--- src/rtl/mem_access_unit.sv ---
// Load/store front end between the CPU memory stage and a word-write,
// byte-addressed data RAM. Sub-word stores are done as read-modify-write.
module mem_access_unit #(
  parameter int unsigned WIDTH     = 32,
  parameter int unsigned ADDR_USED = 17
) (
  input  logic             clk_i,
  input  logic             rst_i,
  input  logic             req_valid_i,
  output logic             req_ready_o,
  input  logic             req_we_i,
  input  logic [2:0]       req_funct3_i,
  input  logic [WIDTH-1:0] req_addr_i,
  input  logic [WIDTH-1:0] req_wdata_i,
  output logic             resp_valid_o,
  output logic [WIDTH-1:0] resp_rdata_o,
  output logic             resp_err_o,
  output logic [WIDTH-1:0] ram_a_o,
  output logic [WIDTH-1:0] ram_wd_o,
  output logic             ram_we_o,
  input  logic [WIDTH-1:0] ram_rd_i
);

  localparam logic [2:0] F3_B  = 3'b000;
  localparam logic [2:0] F3_H  = 3'b001;
  localparam logic [2:0] F3_W  = 3'b010;
  localparam logic [2:0] F3_BU = 3'b100;
  localparam logic [2:0] F3_HU = 3'b101;

  // Address bits above ADDR_USED are passed through untouched; the RAM wraps.
  if (ADDR_USED > WIDTH || WIDTH < 16) begin : g_param_check
    $error("mem_access_unit: need 16 <= WIDTH and ADDR_USED <= WIDTH");
  end

  typedef enum logic [0:0] {S_IDLE, S_RMW_WR} state_e;

  state_e           state_q, state_d;
  logic [WIDTH-1:0] addr_q, addr_d;
  logic [WIDTH-1:0] merged_q, merged_d;
  logic [WIDTH-1:0] resp_rdata_q, resp_rdata_d;
  logic             resp_valid_q, resp_valid_d;
  logic             resp_err_q, resp_err_d;
  logic             accept;
  logic             is_load, is_sw, is_rmw;
  logic [WIDTH-1:0] load_ext;

  // Request decode: legal loads, whole-word stores, sub-word stores.
  always_comb begin
    is_load = !req_we_i && (req_funct3_i == F3_B  || req_funct3_i == F3_H ||
                            req_funct3_i == F3_W  || req_funct3_i == F3_BU ||
                            req_funct3_i == F3_HU);
    is_sw   = req_we_i && (req_funct3_i == F3_W);
    is_rmw  = req_we_i && (req_funct3_i == F3_B || req_funct3_i == F3_H);
  end

  // Load data extension of the RAM read word.
  always_comb begin
    load_ext = ram_rd_i;
    case (req_funct3_i)
      F3_B:    load_ext = {{(WIDTH-8){ram_rd_i[7]}}, ram_rd_i[7:0]};
      F3_H:    load_ext = {{(WIDTH-16){ram_rd_i[15]}}, ram_rd_i[15:0]};
      F3_BU:   load_ext = {{(WIDTH-8){1'b0}}, ram_rd_i[7:0]};
      F3_HU:   load_ext = {{(WIDTH-16){1'b0}}, ram_rd_i[15:0]};
      default: load_ext = ram_rd_i;
    endcase
  end

  // FSM state register.
  always_ff @(posedge clk_i) begin
    if (rst_i) begin
      state_q <= S_IDLE;
    end else begin
      state_q <= state_d;
    end
  end

  // FSM next-state logic.
  always_comb begin
    state_d = state_q;
    case (state_q)
      S_IDLE:   if (accept && is_rmw) state_d = S_RMW_WR;
      S_RMW_WR: state_d = S_IDLE;
      default:  state_d = S_IDLE;
    endcase
  end

  // FSM outputs toward requester and RAM; everything held low during reset.
  always_comb begin
    req_ready_o = 1'b0;
    ram_a_o     = '0;
    ram_wd_o    = '0;
    ram_we_o    = 1'b0;
    if (!rst_i) begin
      case (state_q)
        S_IDLE: begin
          req_ready_o = 1'b1;
          ram_a_o     = req_addr_i;
          ram_wd_o    = req_wdata_i;
          ram_we_o    = req_valid_i && is_sw;
        end
        S_RMW_WR: begin
          ram_a_o  = addr_q;
          ram_wd_o = merged_q;
          ram_we_o = 1'b1;
        end
        default: ;
      endcase
    end
  end

  assign accept = req_valid_i && req_ready_o;

  // Response and RMW datapath next values.
  always_comb begin
    addr_d       = addr_q;
    merged_d     = merged_q;
    resp_rdata_d = resp_rdata_q;
    resp_valid_d = 1'b0;
    resp_err_d   = 1'b0;
    if (state_q == S_RMW_WR) begin
      resp_valid_d = 1'b1;
    end else if (accept) begin
      if (is_rmw) begin
        addr_d   = req_addr_i;
        merged_d = (req_funct3_i == F3_B) ? {ram_rd_i[WIDTH-1:8], req_wdata_i[7:0]}
                                          : {ram_rd_i[WIDTH-1:16], req_wdata_i[15:0]};
      end else begin
        resp_valid_d = 1'b1;
        resp_err_d   = !(is_load || is_sw);
        if (is_load) resp_rdata_d = load_ext;
      end
    end
  end

  // Datapath registers; reset drops any pending RMW response.
  always_ff @(posedge clk_i) begin
    if (rst_i) begin
      addr_q       <= '0;
      merged_q     <= '0;
      resp_rdata_q <= '0;
      resp_valid_q <= 1'b0;
      resp_err_q   <= 1'b0;
    end else begin
      addr_q       <= addr_d;
      merged_q     <= merged_d;
      resp_rdata_q <= resp_rdata_d;
      resp_valid_q <= resp_valid_d;
      resp_err_q   <= resp_err_d;
    end
  end

  assign resp_valid_o = resp_valid_q;
  assign resp_err_o   = resp_err_q;
  assign resp_rdata_o = resp_rdata_q;

endmodule
--- config.mk ---
export PLATFORM = sky130hd
export DESIGN_NAME = mem_access_unit
export DESIGN_NICKNAME = d
export VERILOG_FILES = /design/src/rtl/mem_access_unit.sv
export SDC_FILE = /design/constraint.sdc
export NUM_CORES = 1
export LEC_CHECK = 0
export ABC_AREA = 1
export CAP_MARGIN = 5
export CORE_MARGIN = 2
export CORE_UTILIZATION = 40
export DETAILED_ROUTE_END_ITERATION = 16
export GPL_TIMING_DRIVEN = 0
export PLACE_DENSITY = 0.75
export SETUP_SLACK_MARGIN = 0.02
export SLEW_MARGIN = 20
export SYNTH_ARGS = -nofsm -noshare
export SYNTH_HDL_FRONTEND = slang
export SYNTH_SLANG_ARGS = --single-unit
--- constraint.sdc ---
create_clock -name clk_i -period 2.3 [get_ports clk_i]
set_clock_uncertainty 0.05 [all_clocks]
set_input_delay 0.46 -clock clk_i [delete_from_list [all_inputs] [get_ports clk_i]]
set_output_delay 0.46 -clock clk_i [all_outputs]
set_load 0.1 [all_outputs]
# Word level (Yosys, flattened, before mapping)
# Cells that the tools add are included.
# W data, S select, Z words.
[totals]
register_bits = 99
in_bits = 103
out_inout_bits = 100
[op_classes]
n_eq_ne = 4
n_mux = 15
n_bitwise = 3
n_reduce_logical = 17
[op_table]
columns = ["operator", "count"]
rows = [
  ["$pmux W32 S2", 2],
  ["$pmux W32 S4", 1],
  ["$mux W32", 2],
  ["$mux W16", 1],
  ["$mux W1", 7],
  ["$eq A3 B3 Y1 const B", 2],
  ["$logic_and A1 B1 Y1", 6],
  ["$logic_or A1 B1 Y1", 5],
  ["$pmux W1 S2", 2],
  ["$reduce_and A4 Y1", 1],
  ["$reduce_or A4 Y1", 1],
  ["$eq A3 B1 Y1 const B", 1],
  ["$eq A3 B2 Y1 const B", 1],
  ["$logic_not A3 Y1", 1],
  ["$not A1 Y1", 3],
  ["$reduce_and A3 Y1", 1],
  ["$logic_not A1 Y1", 2],
]

# Logic depth before layout (Yosys ltp)
[depth]
depth_word = 8
depth_mapped = 9
ltp_nobuf = 7

# Worst setup path before layout
# Ideal clock, no wire load.
[synth_timing]
path_type = "flip-flop to output port"
from = "register state_q"
to = "output port ram_a_o[30]"
t_arrival_ns = 2.357
path_slack_ns = -0.567
stages_incl_launch_ff = 5
path_buffers = 2
cell_sequence = "dfxtp_1 -> clkbuf_1 -> clkbuf_1 -> nand2_1 -> a21oi_1"
[synth_between]
elab_chain_cells = 3
[synth_rtl]
columns = ["element", "line_no", "text"]
rows = [
  ["start, declared", "37", "state_e state_q, state_d;"],
  ["start signal, assigned", "73", "state_q <= state_d;"],
  ["$not A1 Y1 (no line)", "--", ""],
  ["$pmux W32 S2 (*)", "94", "case (state_q)"],
  ["$mux W32 (*)", "93", "if (!rst_i) begin"],
  ["end, declared", "18", "output logic [WIDTH-1:0] ram_a_o,"],
]
# Mark *: on every way between the ends. The rest lies on a longest branch, timed or not.

# Final worst setup path
[layout_timing]
from = "input port req_funct3_i[1]"
to = "output port ram_we_o"
[layout_between]
elab_chain_cells = 5
[layout_rtl]
columns = ["element", "line_no", "text"]
rows = [
  ["start, declared", "12", "input logic [2:0] req_funct3_i,"],
  ["$eq A3 B2 Y1", "52", "is_sw = req_we_i && (req_funct3_i == F3_W);"],
  ["$logic_and A1 B1 Y1", "52", ""],
  ["$logic_and A1 B1 Y1", "99", "ram_we_o = req_valid_i && is_sw;"],
  ["$pmux W1 S2", "94", ""],
  ["$mux W1", "93", ""],
  ["end, declared", "20", "output logic ram_we_o,"],
]
# Every way passes these cells.

==> results by group <==
Routing
  • 1st-iter DRT viols: about 320
  • DRC: 0
  • Routed WL per cell: between 10 and 15 um
  • Antenna Nets Post-Route: 0
  • Drt first pass iters: 5
  • Vias: approximately 5700
  • Avg Vias per Cell: approximately 4.8
  • Routed WL: 17000 um

Yosys
  • Most common cell in the synthesized netlist: nor2_1
  • Cell Area, Synth: a little over 0.005 mm2
  • Fraction of registers with async set/reset: 0
  • Cells after Synth: between 800 and 900
  • #FFs+latches synth: 99
  • Synthesized net count: 905
  • Most frequent cells after synthesis: nor2_1 (313), o21ai_0 (105), dfxtp_1 (99), nand2_1 (92), inv_1 (53)
  • Yosys top cell by area: dfxtp_1
  • Top cell type's share of synthesized area: 0.394
  • Syn avg cell area: 6.28 um2
  • Post-synth EDFFs: 0
  • Main synth FF type: dfxtp_1
  • Register area share after synthesis: 0.394
  • Post-synth cell types: 22
  • Yosys warning count: 0
  • Top area cells in the synthesized netlist: dfxtp_1 (39%), nor2_1 (23%), o21ai_0 (10%)

Worst setup path
  • CP endpoint kind: primary output
  • Worst Path Max Fanout: 2
  • Critical path arrival: between 1.5 and 2 ns
  • Reg-to-Reg Start: state_q
  • CP required: 1.79 ns
  • Critical Path Source Type: primary input
  • Critical Path Start: req_funct3_i[1]
  • R2R cell count: 8
  • Worst R2R Setup Slack: 0.81 ns
  • RR Endpoint: merged_q[14]
  • Setup crit end: ram_we_o
  • Worst Setup Path Type: in2out

Final layout
  • Share of layout cells above drive strength 1: 0.201
  • Ant. Diodes: 0
  • Final design utilization: 0.709
  • Area Growth Syn to Fin: 71.2%
  • Design area: around 0.0086 mm2
  • Nets: approximately 1100

Clock network
  • Maximum root-to-sink buffer count: 2
  • CTS tree: yes
  • Worst-path clk slew: around 0.060 ns
  • Clock sinks: 99
  • CTS Hold Buffers Added: 0
  • Clk Latency, worst-skew pair: between 0.3 and 0.4 ns
  • Clock Root Buffer: clkbuf_16
  • H-tree depth: 3
  • Cts bufs inserted: 9

Global route
  • First-pass GRT wire length: between 20000 and 30000 um
  • Pin count of the biggest net entering global routing: 16
  • Overall routing resource usage: 0.253
  • Global route total overflow: 0
  • Number of global-route vias before repair: about 5500
  • Initial antenna violation count: 1

Place
  • Placed Area: 0.00769 mm2
  • IO Port Bufs: slightly above 200
  • Final RePlAce weighted congestion: between 0.8 and 0.9
  • Post-DP HPWL: approximately 12000 um

Power and ir drop
  • Pwr Density: just under 600 mW/mm2
  • Worst vdd ir: ~0.33 mV
  • Lkg Pwr: ~4.1 nW

Floorplanning
  • Die width: approximately 120 um
  • Num rows: 40
  • Initial core utilization: 0.414
  • Die Y: ~120 um
  • Total core area: roughly 0.012 mm2
  • Die Area: 0.0135 mm2
  • Io pins: between 200 and 250

STA
  • RSZ-0062 raised after global routing: yes
  • Max-slew violation count: 0
  • Min Tclk post-route: 2.27 ns
  • Worst-margin pin slew: between 1 and 1.5 ns
  • Final Hold Viols: 0
  • Setup TNS: 0 ns
  • Max-slew headroom: 0.323
  • Max Fclk: about 440 MHz
  • Period utilization: 0.988
  • Final Setup Violations: 0

Run status
  • Status: finished clean

Hold path
  • Hold Path Class: in2reg

Job
  • Max_cap viols: 0
kinds of logic after synthesis:
family / Yosys count / synth area share
compound gates: 147 / 0.148
buf+inv: 113 / 0.104
simple gates: 443 / 0.354
flops: 99 / 0.394
state kept, by name, summed over array words and instances, names as in the netlist:
register      cells
addr_q           32
merged_q         32
resp_rdata_o     32
resp_err_o        1
resp_valid_o      1
state_q           1
worst max-delay path, cell delays in order:
cell and delay (ns):
clkdlybuf4s50_1 0.51, buf_6 0.11, and3_4 0.18, nand2_1 0.06
a21oi_2 0.21, buf_8 0.23
worst min-delay path by stage:
stage                     from               to  slack, ns  cells after the start
6_report                 rst_i     resp_valid_o       0.35                      2
4_1_cts        resp_rdata_o[4]  resp_rdata_o[4]       0.43                      2
2_1_floorplan        addr_q[0]        addr_q[0]       0.41                      2
3_5_place_dp   resp_rdata_o[4]  resp_rdata_o[4]       0.42                      2
3_3_place_gp   resp_rdata_o[0]  resp_rdata_o[0]       0.41                      2
5_1_grt                  rst_i     resp_valid_o       0.36                      2
stage by stage:
step	power (mW)	cells	setup slack, ns	hold slack [ns]
2_1_floorplan	2.84	802	-0.476	0.412
3_3_place_gp	3.29	1172	-1.72	0.411
3_5_place_dp	3.29	1172	-1.71	0.420
4_1_cts	4.91	1191	0.0207	0.430
5_1_grt	5.15	1191	-0.0145	0.361
6_report	4.99	1191	0.0276	0.350
per-layer routing:
metal	share of wire	track usage
met1	0.42	0.312
met2	0.50	0.439
met5	0.00076	0
met4	0.013	0.0778
met3	0.071	0.0607
area by class of cell:
cell class                      count  area [um2]
Fill cell                        1063        3540
Multi-Input combinational cell    590        2980
Timing Repair Buffer              205        2540
Sequential cell                    99        1980
Buffer                             55         382
Clock buffer                       13         260
Inverter                           58         220
Tap cell                          168         210
Clock inverter                      3        46.3
cells in the final DEF, fill, tap and decap left out, drive strengths merged, types with 2 or more instances in the layout:
cell,count
nor2,317
o21ai,136
dfxtp,99
buf,99
clkdlybuf4s50,98
nand2,97
inv,57
clkbuf,38
dlygate4sd2,36
nand4,16
nand3,11
a21oi,11
clkinv,2
power by group:
part | switching (mW) | leakage (nW) | total (mW) | internal (mW)
clock | 0.662 | 0.146 | 1.57 | 0.907
sequential | 0.0220 | 0.803 | 1.79 | 1.76
combinational | 1.08 | 3.14 | 1.63 | 0.551
repair_timing:
item,4_1_cts,5_1_grt
setup buffers,3,0
resized for setup,566,124
pin swaps,1,0
gates cloned,0,0
setup endpoints to repair,100,64
(Power assumes the default switching activity.)
